==> src/rtl/id_ex_pkg.sv <==
// Shared pipeline definitions: field positions, opcode/funct values and ALU op encodings.
package id_ex_pkg;

  localparam int OPCODE_MSB = 31;
  localparam int OPCODE_LSB = 26;
  localparam int RS_MSB     = 25;
  localparam int RS_LSB     = 21;
  localparam int RT_MSB     = 20;
  localparam int RT_LSB     = 16;
  localparam int RD_MSB     = 15;
  localparam int RD_LSB     = 11;
  localparam int FUNCT_MSB  = 5;
  localparam int IMM_MSB    = 15;

  localparam logic [5:0] OP_RTYPE = 6'h00;
  localparam logic [5:0] OP_BEQ   = 6'h04;
  localparam logic [5:0] OP_ADDI  = 6'h08;
  localparam logic [5:0] OP_LW    = 6'h23;
  localparam logic [5:0] OP_SW    = 6'h2B;

  localparam logic [5:0] FUNCT_ADD = 6'h20;
  localparam logic [5:0] FUNCT_SUB = 6'h22;
  localparam logic [5:0] FUNCT_AND = 6'h24;
  localparam logic [5:0] FUNCT_OR  = 6'h25;
  localparam logic [5:0] FUNCT_SLT = 6'h2A;

  typedef enum logic [3:0] {
    ALU_ADD = 4'd0,
    ALU_SUB = 4'd1,
    ALU_AND = 4'd2,
    ALU_OR  = 4'd3,
    ALU_SLT = 4'd4
  } alu_op_e;

  typedef struct packed {
    logic        valid;
    logic        reg_write;
    logic        mem_read;
    logic        mem_write;
    logic        alu_src;
    logic        branch;
    logic [3:0]  alu_op;
    logic [31:0] rs_data;
    logic [31:0] rt_data;
    logic [31:0] imm;
    logic [4:0]  rs;
    logic [4:0]  rt;
    logic [4:0]  wreg;
    logic        illegal;
  } id_ex_t;

  function automatic logic [31:0] sign_ext16(input logic [15:0] imm);
    return {{16{imm[15]}}, imm};
  endfunction

endpackage

==> src/rtl/id_ex_stage_decode.sv <==
// Combinational instruction decode: control bits, destination register, illegal flag
// and whether the instruction reads rt as a source operand.
module id_decode
  import id_ex_pkg::*;
(
  input  logic [31:0] instr,
  output logic        reg_write,
  output logic        mem_read,
  output logic        mem_write,
  output logic        alu_src,
  output logic        branch,
  output logic [3:0]  alu_op,
  output logic [4:0]  wreg,
  output logic        illegal,
  output logic        uses_rt
);

  logic [5:0] opcode;
  logic [5:0] funct;
  logic [4:0] rt;
  logic [4:0] rd;
  logic       reg_write_raw;
  logic       unused_shamt;

  assign opcode       = instr[OPCODE_MSB:OPCODE_LSB];
  assign funct        = instr[FUNCT_MSB:0];
  assign rt           = instr[RT_MSB:RT_LSB];
  assign rd           = instr[RD_MSB:RD_LSB];
  assign unused_shamt = ^instr[10:6];

  always_comb begin
    reg_write_raw = 1'b0;
    mem_read      = 1'b0;
    mem_write     = 1'b0;
    alu_src       = 1'b0;
    branch        = 1'b0;
    alu_op        = ALU_ADD;
    wreg          = 5'd0;
    illegal       = 1'b0;
    uses_rt       = 1'b0;
    case (opcode)
      OP_RTYPE: begin
        uses_rt = 1'b1;
        // The all-zero word is the canonical NOP, not an unknown funct.
        if (instr != 32'd0) begin
          reg_write_raw = 1'b1;
          wreg          = rd;
          case (funct)
            FUNCT_ADD: alu_op = ALU_ADD;
            FUNCT_SUB: alu_op = ALU_SUB;
            FUNCT_AND: alu_op = ALU_AND;
            FUNCT_OR:  alu_op = ALU_OR;
            FUNCT_SLT: alu_op = ALU_SLT;
            default: begin
              reg_write_raw = 1'b0;
              wreg          = 5'd0;
              illegal       = 1'b1;
            end
          endcase
        end
      end
      OP_ADDI: begin
        reg_write_raw = 1'b1;
        alu_src       = 1'b1;
        wreg          = rt;
      end
      OP_LW: begin
        reg_write_raw = 1'b1;
        mem_read      = 1'b1;
        alu_src       = 1'b1;
        wreg          = rt;
      end
      OP_SW: begin
        mem_write = 1'b1;
        alu_src   = 1'b1;
        uses_rt   = 1'b1;
      end
      OP_BEQ: begin
        branch  = 1'b1;
        alu_op  = ALU_SUB;
        uses_rt = 1'b1;
      end
      default: illegal = 1'b1;
    endcase
  end

  assign reg_write = reg_write_raw & (wreg != 5'd0);

endmodule

==> src/rtl/id_ex_stage.sv <==
// ID/EX pipeline register with load-use hazard detection, flush and hold control.
module id_ex_stage
  import id_ex_pkg::*;
(
  input  logic        clk,
  input  logic        reset_n,
  input  logic        id_valid,
  input  logic [31:0] id_instr,
  input  logic [31:0] rs_data,
  input  logic [31:0] rt_data,
  input  logic        flush,
  input  logic        hold,
  output logic        stall_o,
  output logic        ex_valid,
  output logic        ex_reg_write,
  output logic        ex_mem_read,
  output logic        ex_mem_write,
  output logic        ex_alu_src,
  output logic        ex_branch,
  output logic [3:0]  ex_alu_op,
  output logic [31:0] ex_rs_data,
  output logic [31:0] ex_rt_data,
  output logic [31:0] ex_imm,
  output logic [4:0]  ex_rs,
  output logic [4:0]  ex_rt,
  output logic [4:0]  ex_wreg,
  output logic        ex_illegal
);

  id_ex_t     ex_q;
  id_ex_t     ex_next;
  logic [4:0] rs;
  logic [4:0] rt;
  logic       hazard;

  logic       dec_reg_write;
  logic       dec_mem_read;
  logic       dec_mem_write;
  logic       dec_alu_src;
  logic       dec_branch;
  logic [3:0] dec_alu_op;
  logic [4:0] dec_wreg;
  logic       dec_illegal;
  logic       dec_uses_rt;

  assign rs = id_instr[RS_MSB:RS_LSB];
  assign rt = id_instr[RT_MSB:RT_LSB];

  id_decode u_decode (
    .instr     (id_instr),
    .reg_write (dec_reg_write),
    .mem_read  (dec_mem_read),
    .mem_write (dec_mem_write),
    .alu_src   (dec_alu_src),
    .branch    (dec_branch),
    .alu_op    (dec_alu_op),
    .wreg      (dec_wreg),
    .illegal   (dec_illegal),
    .uses_rt   (dec_uses_rt)
  );

  // A load in EX whose result is needed by the instruction sitting in ID.
  assign hazard = ex_q.valid & ex_q.mem_read & (ex_q.wreg != 5'd0) & id_valid &
                  ((ex_q.wreg == rs) | (dec_uses_rt & (ex_q.wreg == rt)));

  assign stall_o = reset_n & ~flush & (hold | hazard);

  always_comb begin
    ex_next           = '0;
    ex_next.valid     = 1'b1;
    ex_next.reg_write = dec_reg_write;
    ex_next.mem_read  = dec_mem_read;
    ex_next.mem_write = dec_mem_write;
    ex_next.alu_src   = dec_alu_src;
    ex_next.branch    = dec_branch;
    ex_next.alu_op    = dec_alu_op;
    ex_next.rs_data   = rs_data;
    ex_next.rt_data   = rt_data;
    ex_next.imm       = sign_ext16(id_instr[IMM_MSB:0]);
    ex_next.rs        = rs;
    ex_next.rt        = rt;
    ex_next.wreg      = dec_wreg;
    ex_next.illegal   = dec_illegal;
  end

  always_ff @(posedge clk) begin
    if (!reset_n)
      ex_q <= '0;
    else if (flush)
      ex_q <= '0;
    else if (hold)
      ex_q <= ex_q;
    else if (hazard || !id_valid)
      ex_q <= '0;
    else
      ex_q <= ex_next;
  end

  assign ex_valid     = ex_q.valid;
  assign ex_reg_write = ex_q.reg_write;
  assign ex_mem_read  = ex_q.mem_read;
  assign ex_mem_write = ex_q.mem_write;
  assign ex_alu_src   = ex_q.alu_src;
  assign ex_branch    = ex_q.branch;
  assign ex_alu_op    = ex_q.alu_op;
  assign ex_rs_data   = ex_q.rs_data;
  assign ex_rt_data   = ex_q.rt_data;
  assign ex_imm       = ex_q.imm;
  assign ex_rs        = ex_q.rs;
  assign ex_rt        = ex_q.rt;
  assign ex_wreg      = ex_q.wreg;
  assign ex_illegal   = ex_q.illegal;

endmodule

==> config.mk <==
export PLATFORM = sky130hd
export DESIGN_NAME = id_ex_stage
export DESIGN_NICKNAME = d
export VERILOG_FILES = /design/src/rtl/id_ex_pkg.sv /design/src/rtl/id_ex_stage_decode.sv /design/src/rtl/id_ex_stage.sv
export SDC_FILE = /design/constraint.sdc
export NUM_CORES = 1
export LEC_CHECK = 0
export BUFFER_PORTS_ARGS = -buffer_cell sky130_fd_sc_hd__buf_2
export CAP_MARGIN = 5
export CORE_UTILIZATION = 35
export CTS_BUF_LIST = sky130_fd_sc_hd__clkbuf_2 sky130_fd_sc_hd__clkbuf_4 sky130_fd_sc_hd__clkbuf_8
export CTS_CLUSTER_SIZE = 24
export DETAILED_ROUTE_END_ITERATION = 8
export PLACE_DENSITY = 0.69
export SLEW_MARGIN = 25
export SYNTH_ARGS = -nofsm -noshare
export SYNTH_HDL_FRONTEND = slang
export SYNTH_SLANG_ARGS = --single-unit
==> constraint.sdc <==
create_clock -name clk -period 1.95 [get_ports clk]
set_input_delay 0.39 -clock clk [delete_from_list [all_inputs] [get_ports clk]]
set_output_delay 0.39 -clock clk [all_outputs]
set_load 0.01 [all_outputs]
==> results.json <==
{
  "cts_tree": "done",
  "result_of_the_run": "finished with violations",
  "synthToLayoutAreaGrowth_pct": 54.4,
  "layout_worst_path_cycle_share_pct": 117,
  "drc": 0,
  "io_buffers": 222,
  "final_nets": 679,
  "type_of_the_tightest_min_delay_check": "input port to flop",
  "hold_violations": 0,
  "synthDistinctLibCells": 37,
  "synth.area.top_cells": "dfxtp_1, a22o_1, buf_4",
  "fp.dieH_um": 106,
  "gr-total-overflow": 0,
  "dominantRegCellSynth": "dfxtp_1",
  "clock_latency_of_the_later_clocked_register_in_the_worst_skew_pair_ns": 0.37,
  "clkSinkCount": 105,
  "drv_slew": 0,
  "std_cell_rows": 37,
  "min_period_ns": 2.29,
  "htree_num_levels": 3,
  "io-pin-count": 224,
  "postSynthRegisterBits": 105,
  "drt_first_pass_iters": 4,
  "fin_ws_ns": -0.339,
  "vias_in_the_first_global_route": 3528,
  "root_buffer_master": "clkbuf_8",
  "synthMostInstantiatedCell": "dfxtp_1",
  "first_pass_grt_wire_length_mm": 18.5,
  "antenna_left": 0,
  "cp-start-kind": "flop",
  "ir_worst_vdd_uv": 391,
  "timing.critical_path.fanout_max": 4,
  "ys_top_cells_by_count": "dfxtp_1, a22o_1, buf_4",
  "globalRouteTotalUtil_pct": 21.2,
  "grt_max_degree": 80,
  "fmax_ghz": 0.437,
  "synthesis.yosys.warnings": 0,
  "maxCapViolations": 0,
  "cts.hold.buffers_added": 0,
  "cts_inserted_buffers": 9,
  "drive_above_1_share_pct": 53.0,
  "worst_setup_path_end_kind": "primary output",
  "yosys.area.top_type": "dfxtp_1",
  "initial_core_util_pct": 36.3,
  "design.die.area_um2": 11200,
  "die_width_um": 106,
  "ctsLongestPathBuffers": 2,
  "cp.arrival_ns": 1.90,
  "rsz0062_at_grt": "yes",
  "setup_viol": 106,
  "mappedNetlistNets": 428,
  "clock_slew_seen_by_the_registers_of_the_worst_setup_and_hold_paths_ns": 0.11,
  "layout.cell_area.non_filler_um2": 5840,
  "wl_cell_um": 16.9,
  "syn_avg_cell_area_um2": 11.6,
  "routabilityCongestion": 0.842,
  "totalWireLength_mm": 12.1,
  "clock-skew-final_ns": 0.0126,
  "viasPerCell": 5.11,
  "synth.top_cell.area_share_pct": 55.6,
  "total_number_of_vias": 3675,
  "synth-seq-area-share_pct": 55.6,
  "antenna-diode-count": 0,
  "drt_iter0_drc": 211,
  "syn_inst": 327,
  "crit_required_ns": 1.56,
  "failed_checks": "setup timing",
  "leakage_power_nw": 2.96,
  "power_density_nw_per_um2": 673,
  "setup_tns_ns": -17.35,
  "hpwl_mm": 7.68,
  "async_reset_ff_share_pct": 0,
  "timing_worst_setup_path_type": "flop to primary output",
  "synth_enable_flop_cells": 0,
  "netlist_area_um2": 3780,
  "antenna_violations_before_repair": 0,
  "design.core.area_um2": 10400,
  "placedInstanceArea_um2": 5110
}
==> cell usage in the layout, fill, tap and decap left out, types with 2 or more instances in the layout <==
| master | instances |
|---|---|
| xor2_1 | 8 |
| buf_12 | 11 |
| dfxtp_4 | 2 |
| a32o_1 | 6 |
| nor3_1 | 5 |
| nand2b_1 | 2 |
| dfxtp_1 | 102 |
| buf_16 | 8 |
| a22o_1 | 103 |
| clkbuf_8 | 9 |
| nand2_1 | 7 |
| nor2_1 | 12 |
| clkinv_4 | 2 |
| inv_6 | 2 |
| buf_4 | 30 |
| buf_6 | 3 |
| nand3_1 | 3 |
| buf_8 | 3 |
| inv_1 | 4 |
| nor4_1 | 6 |
| clkbuf_16 | 3 |
| xor2_2 | 2 |
| or4_4 | 2 |
| buf_2 | 222 |
==> where the power goes <==
group / switching, W / internal (W)
clock network: 0.000789 / 0.000500
logic: 0.000207 / 0.000237
registers: 0.0000219 / 0.00218
total: 0.00102 / 0.00292
==> stage by stage <==
stage	instances	hold WS [ns]	setup WS [ns]	total power (W)	utilization [%]
2_1_floorplan	327	0.511	-0.0775	0.00240	-
3_3_place_gp	680	0.448	-0.157	0.00262	49.1
3_5_place_dp	680	0.449	-0.215	0.00263	49.1
4_1_cts	717	0.217	-0.372	0.00396	55.5
5_1_grt	719	0.206	-0.438	0.00412	56.1
6_report	719	0.229	-0.339	0.00393	56.1
==> area by class of cell <==
class	count	area, µm²
well taps	136	170
flip-flops and latches	105	2110
multi-input cells	178	1430
inverters	4	15.0
clock buffers	10	131
fillers	936	4570
repair buffers	280	1930
clock inverters	6	51.3
==> worst paths after layout <==
kind                                 endpoint                 startpoint  depth (start not counted)  slack (ns)
setup / recovery                      stall_o    ex_wreg[1]$_SDFFE_PN0N_                          5       -0.34
setup reg to reg   ex_rs_data[6]$_SDFFE_PN0N_    ex_wreg[1]$_SDFFE_PN0N_                          8       -0.24
hold reg to reg     ex_alu_op[0]$_SDFFE_PN0N_  ex_alu_op[0]$_SDFFE_PN0N_                          1        0.47
hold / removal    ex_rt_data[15]$_SDFFE_PN0N_                rt_data[15]                          2        0.23
==> layer usage <==
metal / wire, µm / vias to the layer above / global-route usage, %
met4: 270 / 0 / 8.13
met3: 788 / 19 / 5.21
met1: 5210 / 1752 / 25.9
met5: 0 / - / 0
met2: 5870 / 163 / 36.0
li1: - / 1741 / -
==> repair_timing <==
action,4_1_cts,5_1_grt
pin swaps,64,15
resized for setup,19,14
setup endpoints to repair,90,106
cloned,11,3
buffers inserted,10,4
==> cell families after synthesis <==
family / Yosys count / share of synthesized area [%]
AO/OA/AOI/OAI: 120 / 27.7
XOR/XNOR: 10 / 2.31
buffers and inverters: 44 / 7.61
flip-flops: 105 / 55.6
multiplexers: 1 / 0.298
other: 1 / 0.0991
AND/OR/NAND/NOR: 46 / 6.42
==> worst max-delay path, cell delays in order, from the launching register on <==
cell	delay, ns
dfxtp_4	0.38
or4_4	0.51
o21bai_1	0.18
nand4b_1	0.19
a311oi_2	0.11
buf_2	0.16
==> state kept, by name, summed over array words and instances (netlist names) <==
signal / cells
ex_imm: 16
ex_rs_data: 32
ex_rt: 5
ex_wreg: 5
ex_branch: 1
ex_rs: 5
ex_alu_op: 3
ex_rt_data: 32
ex_valid: 1
ex_mem_read: 1
ex_mem_write: 1
ex_alu_src: 1
ex_illegal: 1
ex_reg_write: 1
Note: power is estimated with default switching activity, not from simulation.
